## src/rtl/timer_pkg.sv

```systemverilog
// Shared types and defaults for the loadable countdown timer.
package timer_pkg;

   localparam int unsigned TIMER_WIDTH = 4;

   typedef enum logic [1:0] {
      IDLE   = 2'd0,
      RUN    = 2'd1,
      PAUSED = 2'd2
   } timer_state_e;

endpackage

```

## src/rtl/countdown_timer.sv

```systemverilog
// Loadable down-counter with idle/run/paused control and a one-cycle expiry pulse.
// Controls resolve with priority load > pause > start > tick.
module countdown_timer
   import timer_pkg::*;
#(
   parameter int unsigned WIDTH  = TIMER_WIDTH,
   parameter bit          RELOAD = 1'b0
) (
   input  logic             clk,
   input  logic             rst_n,
   input  logic             tick,
   input  logic             load,
   input  logic [WIDTH-1:0] load_val,
   input  logic             start,
   input  logic             pause,
   output logic [WIDTH-1:0] out,
   output logic             busy,
   output logic             done
);

   timer_state_e     r_state_q, r_state_d;
   logic [WIDTH-1:0] r_out_q, r_out_d;
   logic [WIDTH-1:0] r_rld_q, r_rld_d;
   logic             r_done_q, r_done_d;
   logic             w_expire;

   always_ff @(posedge clk or negedge rst_n) begin
      if (!rst_n) begin
         r_state_q <= IDLE;
         r_out_q   <= '0;
         r_rld_q   <= '0;
         r_done_q  <= 1'b0;
      end else begin
         r_state_q <= r_state_d;
         r_out_q   <= r_out_d;
         r_rld_q   <= r_rld_d;
         r_done_q  <= r_done_d;
      end
   end

   // Reaching the last count; out==0 in RUN cannot occur but expires safely.
   assign w_expire = (r_out_q <= WIDTH'(1));

   always_comb begin
      r_state_d = r_state_q;
      r_out_d   = r_out_q;
      r_rld_d   = r_rld_q;
      r_done_d  = 1'b0;
      if (load) begin
         r_state_d = IDLE;
         r_out_d   = load_val;
         r_rld_d   = load_val;
      end else begin
         unique case (r_state_q)
            IDLE: begin
               if (start) begin
                  if (r_out_q != '0) r_state_d = RUN;
                  else               r_done_d  = 1'b1;
               end
            end
            RUN: begin
               if (pause) begin
                  r_state_d = PAUSED;
               end else if (tick) begin
                  if (!w_expire) begin
                     r_out_d = r_out_q - WIDTH'(1);
                  end else begin
                     r_done_d = 1'b1;
                     if (RELOAD && (r_rld_q != '0)) begin
                        r_out_d = r_rld_q;
                     end else begin
                        r_out_d   = '0;
                        r_state_d = IDLE;
                     end
                  end
               end
            end
            PAUSED: begin
               if (!pause && start) r_state_d = RUN;
            end
            default: r_state_d = IDLE;
         endcase
      end
   end

   always_comb begin
      out  = r_out_q;
      done = r_done_q;
      busy = (r_state_q != IDLE);
   end

endmodule

```

## config.mk

```make
export PLATFORM = sky130hd
export DESIGN_NAME = countdown_timer
export DESIGN_NICKNAME = d
export VERILOG_FILES = /design/src/rtl/timer_pkg.sv /design/src/rtl/countdown_timer.sv
export SDC_FILE = /design/constraint.sdc
export NUM_CORES = 1
export LEC_CHECK = 0
export CAP_MARGIN = 20
export CORE_AREA = 2 2 39 41
export DETAILED_ROUTE_END_ITERATION = 10
export DIE_AREA = 0 0 41 43
export PLACE_DENSITY = 0.69
export SETUP_SLACK_MARGIN = 0.1
export SLEW_MARGIN = 0
export SYNTH_ARGS = -nofsm -noshare
export SYNTH_HDL_FRONTEND = slang
export SYNTH_SLANG_ARGS = --single-unit
```

## constraint.sdc

```tcl
create_clock -name clk -period 1.45 [get_ports clk]
set_input_delay 0.3625 -clock clk [delete_from_list [all_inputs] [get_ports clk]]
set_output_delay 0.3625 -clock clk [all_outputs]
set_load 0.03 [all_outputs]
```

; ---- Word level (Yosys, flattened, before mapping)
; Index checks and enable logic that the tools add are counted.
[totals]
word_cells = 42
input_bits = 10
regBits = 7
output_inout_bits = 6
[op_classes]
eq_ne = 8
n_reduce_logical = 9
magnitude_cmp = 1
n_addsub = 1
mux = 20
[op_table]
columns = op, n
row1 = $mux W4, 5
row2 = $mux W2, 7
row3 = $ne A3 B3 Y1 const B, 3
row4 = $ne A4 B4 Y1 const B, 2
row5 = $mux W1, 6
row6 = $pmux W2 S3, 1
row7 = $reduce_bool A2 Y1, 3
row8 = $reduce_and A5 Y1, 1
row9 = $le A4 B1 Y1 const B, 1
row10 = $reduce_bool A4 Y1, 1
row11 = $sub A4 B1 Y4 const B, 1
row12 = $reduce_and A3 Y1, 1
row13 = $eq A2 B1 Y1 const B, 1
row14 = $eq A2 B2 Y1 const B, 1
row15 = $logic_not A2 Y1, 1
row16 = $ne A2 B2 Y1 const B, 1
row17 = $pmux W1 S2, 1
row18 = $logic_and A1 B1 Y1, 1
row19 = $logic_not A1 Y1, 1

; ---- Depth between registers and ports, before layout
; Gate-level depths: netlist of the first run.
[depth]
depth_word = 6
ltp_mapped = 6

; ---- Least setup slack after synthesis of the first run
; Ideal clock, no wire load.
[synth_timing]
kind = reg2reg
start = register r_out_q[0], in the netlist out[0]
end = register r_out_q[0], in the netlist out[0]
path_slack_ns = -0.316
stages_incl_launch_ff = 7
t_arrival_ns = 1.684
setup_ns = 0.082
required_time_ns = 1.368
cell_sequence = dfrtp_1 inv_1 ha_1 nor2_1 nor3_1 or3_2 a31oi_1
[synth_between]
elab_chain_cells = 6
[synth_lines]
columns = item, line
row1 = start: declaration, countdown_timer.sv:22  ; logic [WIDTH-1:0] r_out_q, r_out_d;
row2 = start signal: assignment, countdown_timer.sv:35  ; r_out_q <= r_out_d;
row3 = $sub A4 B1 Y4 or $le A4 B1 Y1 (tied branches), "countdown_timer.sv:66, countdown_timer.sv:42"
row4 = $mux W4 (*), countdown_timer.sv:65  ; if (!w_expire) begin
row5 = $mux W4 (*), countdown_timer.sv:64  ; end else if (tick) begin
row6 = $mux W4 (*), countdown_timer.sv:62  ; if (pause) begin
row7 = $mux W4 (*), countdown_timer.sv:54  ; unique case (r_state_q)
row8 = $mux W4 (*), countdown_timer.sv:49  ; if (load) begin
; Every way passes the cells marked *; elsewhere a longest branch is shown, timed or not. The select of a mux whose other input is x is not followed.
; A chain may end at the register's enable or synchronous reset.

; ---- Final worst setup path of the first run
[layout_timing]
start = register r_state_q[1]
end = register r_out_q[3], in the netlist out[3]
[layout_between]
elab_chain_cells = 3
[layout_lines]
columns = item, line
row1 = start: declaration, countdown_timer.sv:21  ; timer_state_e r_state_q, r_state_d;
row2 = start signal: assignment, countdown_timer.sv:34  ; r_state_q <= r_state_d;
row3 = $eq A2 B1 Y1, countdown_timer.sv:54
row4 = $reduce_bool A2 Y1 (no line), n/a
row5 = $reduce_and A3 Y1 (no line), n/a
; No other way between the ends.

==> metrics, run 1 <==
outcome=finished with violations; failing checks=negative setup slack; period utilization=105%; Slew Limit Fails=0; pwr dens=around 800 nW/um^2; Avg Cell Area, Syn=9.62 sq um; Initial DRT Pass Iterations=4; Hold Violations, Final=0; P_sw=approximately 0.00025 W; worst path cell trace=buf_6, nand4bb_4, or4_4, a221o_1; Sink Count=7; CTS tree=built; Post-Route WL=1410 um; fmax=0.658 GHz; fillers=123; Post-Synthesis Cell Area=~500 sq um; power share of the sequential group=approximately a third; IO Count=16; H-Tree Depth=1; Post-Layout Cell Count=slightly above 100; synth unique cells=31; WL/cell=roughly 14 um; Total GRT Usage=between 15 and 20%; Synth Register Bits=7; Critical Path End Type=flop; post-detail-place hpwl=roughly 930 um; core box area=between 1000 and 1500 sq um; GRT overflow=0; Worst setup SP type=flop; TNS Setup=-0.100 ns; Slew @ Worst Pin=0.393 ns; setup ws final=-0.0690 ns; Num CTS Buffers=3; ys flop type=dfrtp_1; synth warn=0; FF-to-FF setup slack=-0.07 ns; Nets=100; cell family with most CP delay=simple AND/OR/NAND/NOR gates; post-layout min period=approximately 1.5 ns; Mapped Nets=64; drt via density=roughly 5.2; Worst Path Max Fanout=3; IO Port Bufs=15; P_leak=0.384 nW; Root Driver=clkbuf_4; startpoint of the worst register-to-register path=r_state_q[1]; # diodes=0; critical path class=flop to flop; final setup fails=3; initial antenna violation count=0; sequential-to-total area share from yosys stat=a little over a third; DR vias=approximately 540; dpl cells=91; buffers and inverters on the worst path=1; die area=1760 sq um; GP Congestion=0.763; Int Pwr=between 0.0004 and 0.0005 W; fraction of layout cells with a size suffix above 1=54.0%; Die X=roughly 40 um; clock skew=approximately 0.013 ns; Arrival @ worst endpoint=approximately 1.7 ns; Iter 0 DRT Violations=6; Area Overhead vs Synth=83.3%; Worst path slowest cell=or4_4; DRC=0; Post-synth EDFFs=0; FF-to-FF path depth=4; relative slew slack=roughly three quarters; max cap viols=0; Worst VDD drop=between 0.0004 and 0.0005 V; Rows=14; Starting Density=between 30% and 40%; Net Sw Frac=between 30% and 40%; Die Y=~43 um; Clock power frac=24.3%; FFs w/ async S/R, synth=100%; largest net degree at the start of global routing=9; Hold Crit Class=primary input to asynchronous set/reset pin; Req. time, crit path=1.59 ns; post-route ant nets=0; RSZ-0062 raised after global routing=yes; clock-pin slew on the worst setup and hold paths=roughly 0.060 ns; Max clock buf depth=2; Logic pwr share=a little over two fifths; Skew-Pair Late Insertion Delay=approximately 0.25 ns; Worst path max stage delay=between 0.4 and 0.5 ns; Post-CTS Hold Buffers=0; vias in the first global route=between 500 and 600; Mapped Cells=52; first-pass GRT wire length=between 2000 and 2500 um; Reg2Reg Capture Point=out[3]
==> flip-flops by register name (all words and copies together) (netlist names) <==
signal,flops
done,1
r_state_q,2
out,4
==> cell usage in the layout (no fill, tap or decap), types with 2 or more instances in the layout <==
cell type,n
buf_4,16
buf_6,6
clkbuf_4,3
clkdlybuf4s50_1,7
dfrtp_1,4
dfrtp_2,3
dlygate4sd2_1,2
ha_4,2
inv_1,2
nand2_1,4
nor2_1,4
nor2b_1,2
o21a_1,2
o21ai_0,2
==> layout make-up <==
class / count / area, sq um / share of cell area [%]
clock buffer: 4 / 26.3 / 2.86
tap: 16 / 20.0 / 2.18
inverter: 4 / 17.5 / 1.91
sequential: 7 / 179 / 19.5
multi-input combinational: 39 / 384 / 41.9
timing repair buffer: 33 / 290 / 31.7
==> Yosys cell counts, types with 2 or more instances <==
cell type | number | area, sq um
dfrtp_1 | 7 | 175
nor2_1 | 5 | 18.8
inv_1 | 4 | 15.0
nand2_1 | 4 | 15.0
ha_1 | 2 | 25.0
nor2b_1 | 2 | 12.5
nor3_1 | 2 | 10.0
o21a_1 | 2 | 15.0
o21ai_0 | 2 | 10.0
==> repair_timing <==
item	in CTS	in global routing
endpoints found under the setup margin	9	12
cloned	0	0
setup buffers	6	2
resized for setup	20	14
pin swaps	5	5
==> worst max-delay path by stage <==
stage,startpoint,to,slack (ns),cells past startpoint
2_1_floorplan,r_state_q[1],out[3],-0.08,4
6_report,r_state_q[1],out[3],-0.07,4
3_3_place_gp,pause,out[3],-0.46,4
4_1_cts,r_state_q[0],busy,-0.10,2
5_1_grt,r_state_q[1],out[3],-0.15,4
3_5_place_dp,pause,out[3],-0.47,4
==> worst reg2reg max path, cell delays in order, from the launching register on <==
cell,delay (ns)
dfrtp_1,0.37
buf_6,0.12
nand4bb_4,0.19
or4_4,0.44
a221o_1,0.30
==> per-layer routing <==
layer	vias to the layer above	share of wire [%]	wire length, um	GRT usage (%)
met5	-	0	0	0
met4	0	1.1	16	8.00
met3	2	5.3	75	4.71
met2	15	52	738	29.7
met1	257	41	583	24.6
li1	263	-	-	-
==> power groups by stage <==
stage | registers, W | logic, W | clock network, W
2_1_floorplan | 0.000258 | 0.000121 | 0
3_3_place_gp | 0.000238 | 0.000242 | 0
3_5_place_dp | 0.000238 | 0.000247 | 0
4_1_cts | 0.000238 | 0.000290 | 0.000183
5_1_grt | 0.000245 | 0.000337 | 0.000198
6_report | 0.000243 | 0.000312 | 0.000178
==> through the flow <==
step	util, %	hold slack (ns)	instance area, sq um	total power, W	setup slack [ns]
finish	66.3	0.383	917	0.000734	-0.0690
global route	66.3	0.407	917	0.000780	-0.147
CTS	63.6	0.388	880	0.000711	-0.100
detailed placement	54.6	0.575	756	0.000485	-0.472
global placement	54.6	0.567	756	0.000480	-0.460
floorplan	-	0.0669	534	0.000379	-0.0765
==> cells by family after synthesis <==
group / synth area share, %
and+or+nand+nor: 34.0
DFF: 35.0
AOI/OAI and AO/OA: 16.0
muxes: 2.00
xor gates and xnor gates: 1.75
adders and majority gates: 5.00
buffers and inverters: 6.25
Note: power is estimated with default switching activity, not from simulation.
==> run 2, diff against run 1 <==
--- a/config.mk
+++ b/config.mk
@@ -5,12 +5,14 @@
 export SDC_FILE = /design/constraint.sdc
 export NUM_CORES = 1
 export LEC_CHECK = 0
-export CAP_MARGIN = 20
+export CAP_MARGIN = 30
 export CORE_AREA = 2 2 39 41
 export DETAILED_ROUTE_END_ITERATION = 10
 export DIE_AREA = 0 0 41 43
+export HOLD_SLACK_MARGIN = 0.1
 export PLACE_DENSITY = 0.69
 export SETUP_SLACK_MARGIN = 0.1
+export SKIP_LAST_GASP = 1
 export SLEW_MARGIN = 0
 export SYNTH_ARGS = -nofsm -noshare
 export SYNTH_HDL_FRONTEND = slang
==> run 2 against run 1 <==
  * Flip-flop and latch count unchanged
  * Fmax is 0.23% higher
  * First-iteration DRC count up 17%
  * Cell area is 0.68% lower
  * Largest cell class unchanged
  * The flow still finishes with violations (negative setup slack)
  * Clock power about the same
  * Non-clock buffer count did not move
  * Clock skew shrank 0.0011 ns
==> metrics, run 2 (synthesis results as in run 1) <==
outcome=finished with violations (unchanged); failing checks=negative setup slack (unchanged); Critical Path End Type=flop (unchanged); GP Congestion=0.763 (unchanged); commonest non-fill, non-tap cell in the layout=buf_4 (unchanged); Slew @ Worst Pin=0.395 ns (was 0.393 ns); P_leak=0.383 nW (was 0.384 nW); Skew-Pair Late Insertion Delay=0.25 ns (about the same); core box area=1380 sq um (unchanged); Area after DPL=756 sq um (unchanged); setup ws final=-0.0655 ns (was -0.0690 ns); GRT overflow=0 (unchanged); Worst Path Max Fanout=3 (unchanged); DRC=0 (unchanged); Initial DRT Pass Iterations=4 (unchanged); Post-Layout Cell Count=103 (unchanged); drt via density=5.20 (was 5.21); Post-CTS Hold Buffers=0 (unchanged); met1 wire length=578 um (was 583 um); Starting Density=36.2% (unchanged); fmax=0.660 GHz (was 0.658 GHz); Nets=100 (unchanged); Arrival @ worst endpoint=1.65 ns (was 1.66 ns); DR vias=536 (was 537); post-detail-place hpwl=933 um (unchanged); Hold Violations, Final=0 (unchanged); Area Overhead vs Synth=82.0% (was 83.3%); most frequent cells in the layout=17 x buf_4, 7 x clkdlybuf4s50_1, 5 x buf_6 (was 16 x buf_4, 7 x clkdlybuf4s50_1, 6 x buf_6); dpl cells=91 (unchanged); die area=1760 sq um (unchanged); # diodes=0 (unchanged); Die X=41 um (unchanged); post-route ant nets=0 (unchanged); pwr dens=800 nW/um^2 (about the same); H-Tree Depth=1 (unchanged); critical path class=flop to flop (unchanged); relative slew slack=73.7% (was 73.8%); Req. time, crit path=1.59 ns (about the same); Worst VDD drop=0.000395 V (was 0.000401 V); Rows=14 (unchanged); clock skew=0.0115 ns (was 0.0126 ns); largest net degree at the start of global routing=9 (unchanged); highest routed layer=met4 (unchanged); vias in the first global route=536 (was 538); WL/cell=13.7 um (about the same); max cap viols=0 (unchanged); worst path cell trace=buf_6, nand4bb_4, or4_4, a221o_1 (unchanged); Worst path max stage delay=0.43 ns (was 0.44 ns); Post-Layout Inst Area=911 sq um (was 917 sq um); first-pass GRT wire length=2260 um (unchanged); routed wl met2=741 um (was 738 um); Sink Count=7 (unchanged); RSZ-0062 raised after global routing=yes (unchanged); final setup fails=3 (unchanged); period utilization=105% (about the same); max reg flops=4 (unchanged); Root Driver=clkbuf_4 (unchanged); initial antenna violation count=0 (unchanged); fraction of layout cells with a size suffix above 1=54.0% (unchanged); Hold Crit Class=primary input to asynchronous set/reset pin (unchanged); Num CTS Buffers=3 (unchanged); Die Y=43 um (unchanged); post-layout min period=1.52 ns (about the same); Max clock buf depth=2 (unchanged); Total GRT Usage=19.3% (unchanged); Iter 0 DRT Violations=7 (was 6); clock-pin slew on the worst setup and hold paths=0.06 ns (about the same); IO Port Bufs=15 (unchanged); Slew Limit Fails=0 (unchanged); DR WL met3=77 um (was 75 um); CTS tree=built (unchanged); Post-Route WL=1410 um (about the same); Worst setup SP type=flop (unchanged); IO Count=16 (unchanged); Worst path slowest cell=or4_4 (unchanged)
==> run 2: cell counts in the layout (fill, tap and decap cells not counted) <==
No cell type changed its count.
==> run 2: final timing paths <==
path                            slack, ns     end          from  cells after the start
worst max-delay path                -0.07  out[3]  r_state_q[1]                      4
worst min-delay path                 0.38    done         rst_n                      1
worst max register to register      -0.07  out[3]  r_state_q[1]                      4
worst min register to register       0.67  out[3]        out[1]                      2
max in group asynchronous            0.77  out[2]         rst_n                      1
min in group clk                     0.66  out[0]   load_val[0]                      3
==> run 2: power by group <==
part           internal (W)  switching [W]
Clock              0.000105      0.0000722
Sequential         0.000215      0.0000274
Combinational      0.000163       0.000147
Total              0.000483       0.000246
==> run 2: cell type report <==
| class | count | area (sq um) |
|---|---|---|
| fillers | 124 | 473 |
| multi-input cells | 39 | 384 |
| inverters | 4 | 15.0 |
| clock buffers | 4 | 26.3 |
| repair buffers | 33 | 287 |
| well taps | 16 | 20.0 |
| flip-flops and latches | 7 | 179 |
==> run 2: what timing repair did <==
item                       4_1_cts  5_1_grt
buffers inserted                 6        2
resized for setup               18       14
pin swaps                        4        3
gates cloned                     0        0
setup endpoints to repair        9       12
==> run 2: stage by stage <==
stage               hold slack [ns]  setup WS (ns)  total power [W]  setup TNS, ns  util [%]
global placement              0.567         -0.460         0.000480          -1.95      54.6
global route                  0.407         -0.147         0.000776         -0.443      65.8
finish                        0.384        -0.0655         0.000729         -0.125      65.8
floorplan                    0.0669        -0.0765         0.000379         -0.110         -
detailed placement            0.575         -0.472         0.000485          -1.97      54.6
CTS                           0.388         -0.100         0.000704         -0.192      62.6
==> run 2: per-layer routing <==
| metal | global-route usage (%) | vias to the layer above |
|---|---|---|
| met5 | 0 | - |
| met2 | 29.4 | 15 |
| met3 | 4.71 | 2 |
| met1 | 24.9 | 257 |
| met4 | 8.00 | 0 |
| li1 | - | 262 |
==> run 2: critical path, delay by kind of cell (launching register included) <==
kind,cells,cell delay (ns)
and+or+nand+nor,2,0.61
DFF,1,0.37
AOI/OAI and AO/OA,1,0.30
buffers and inverters,1,0.12
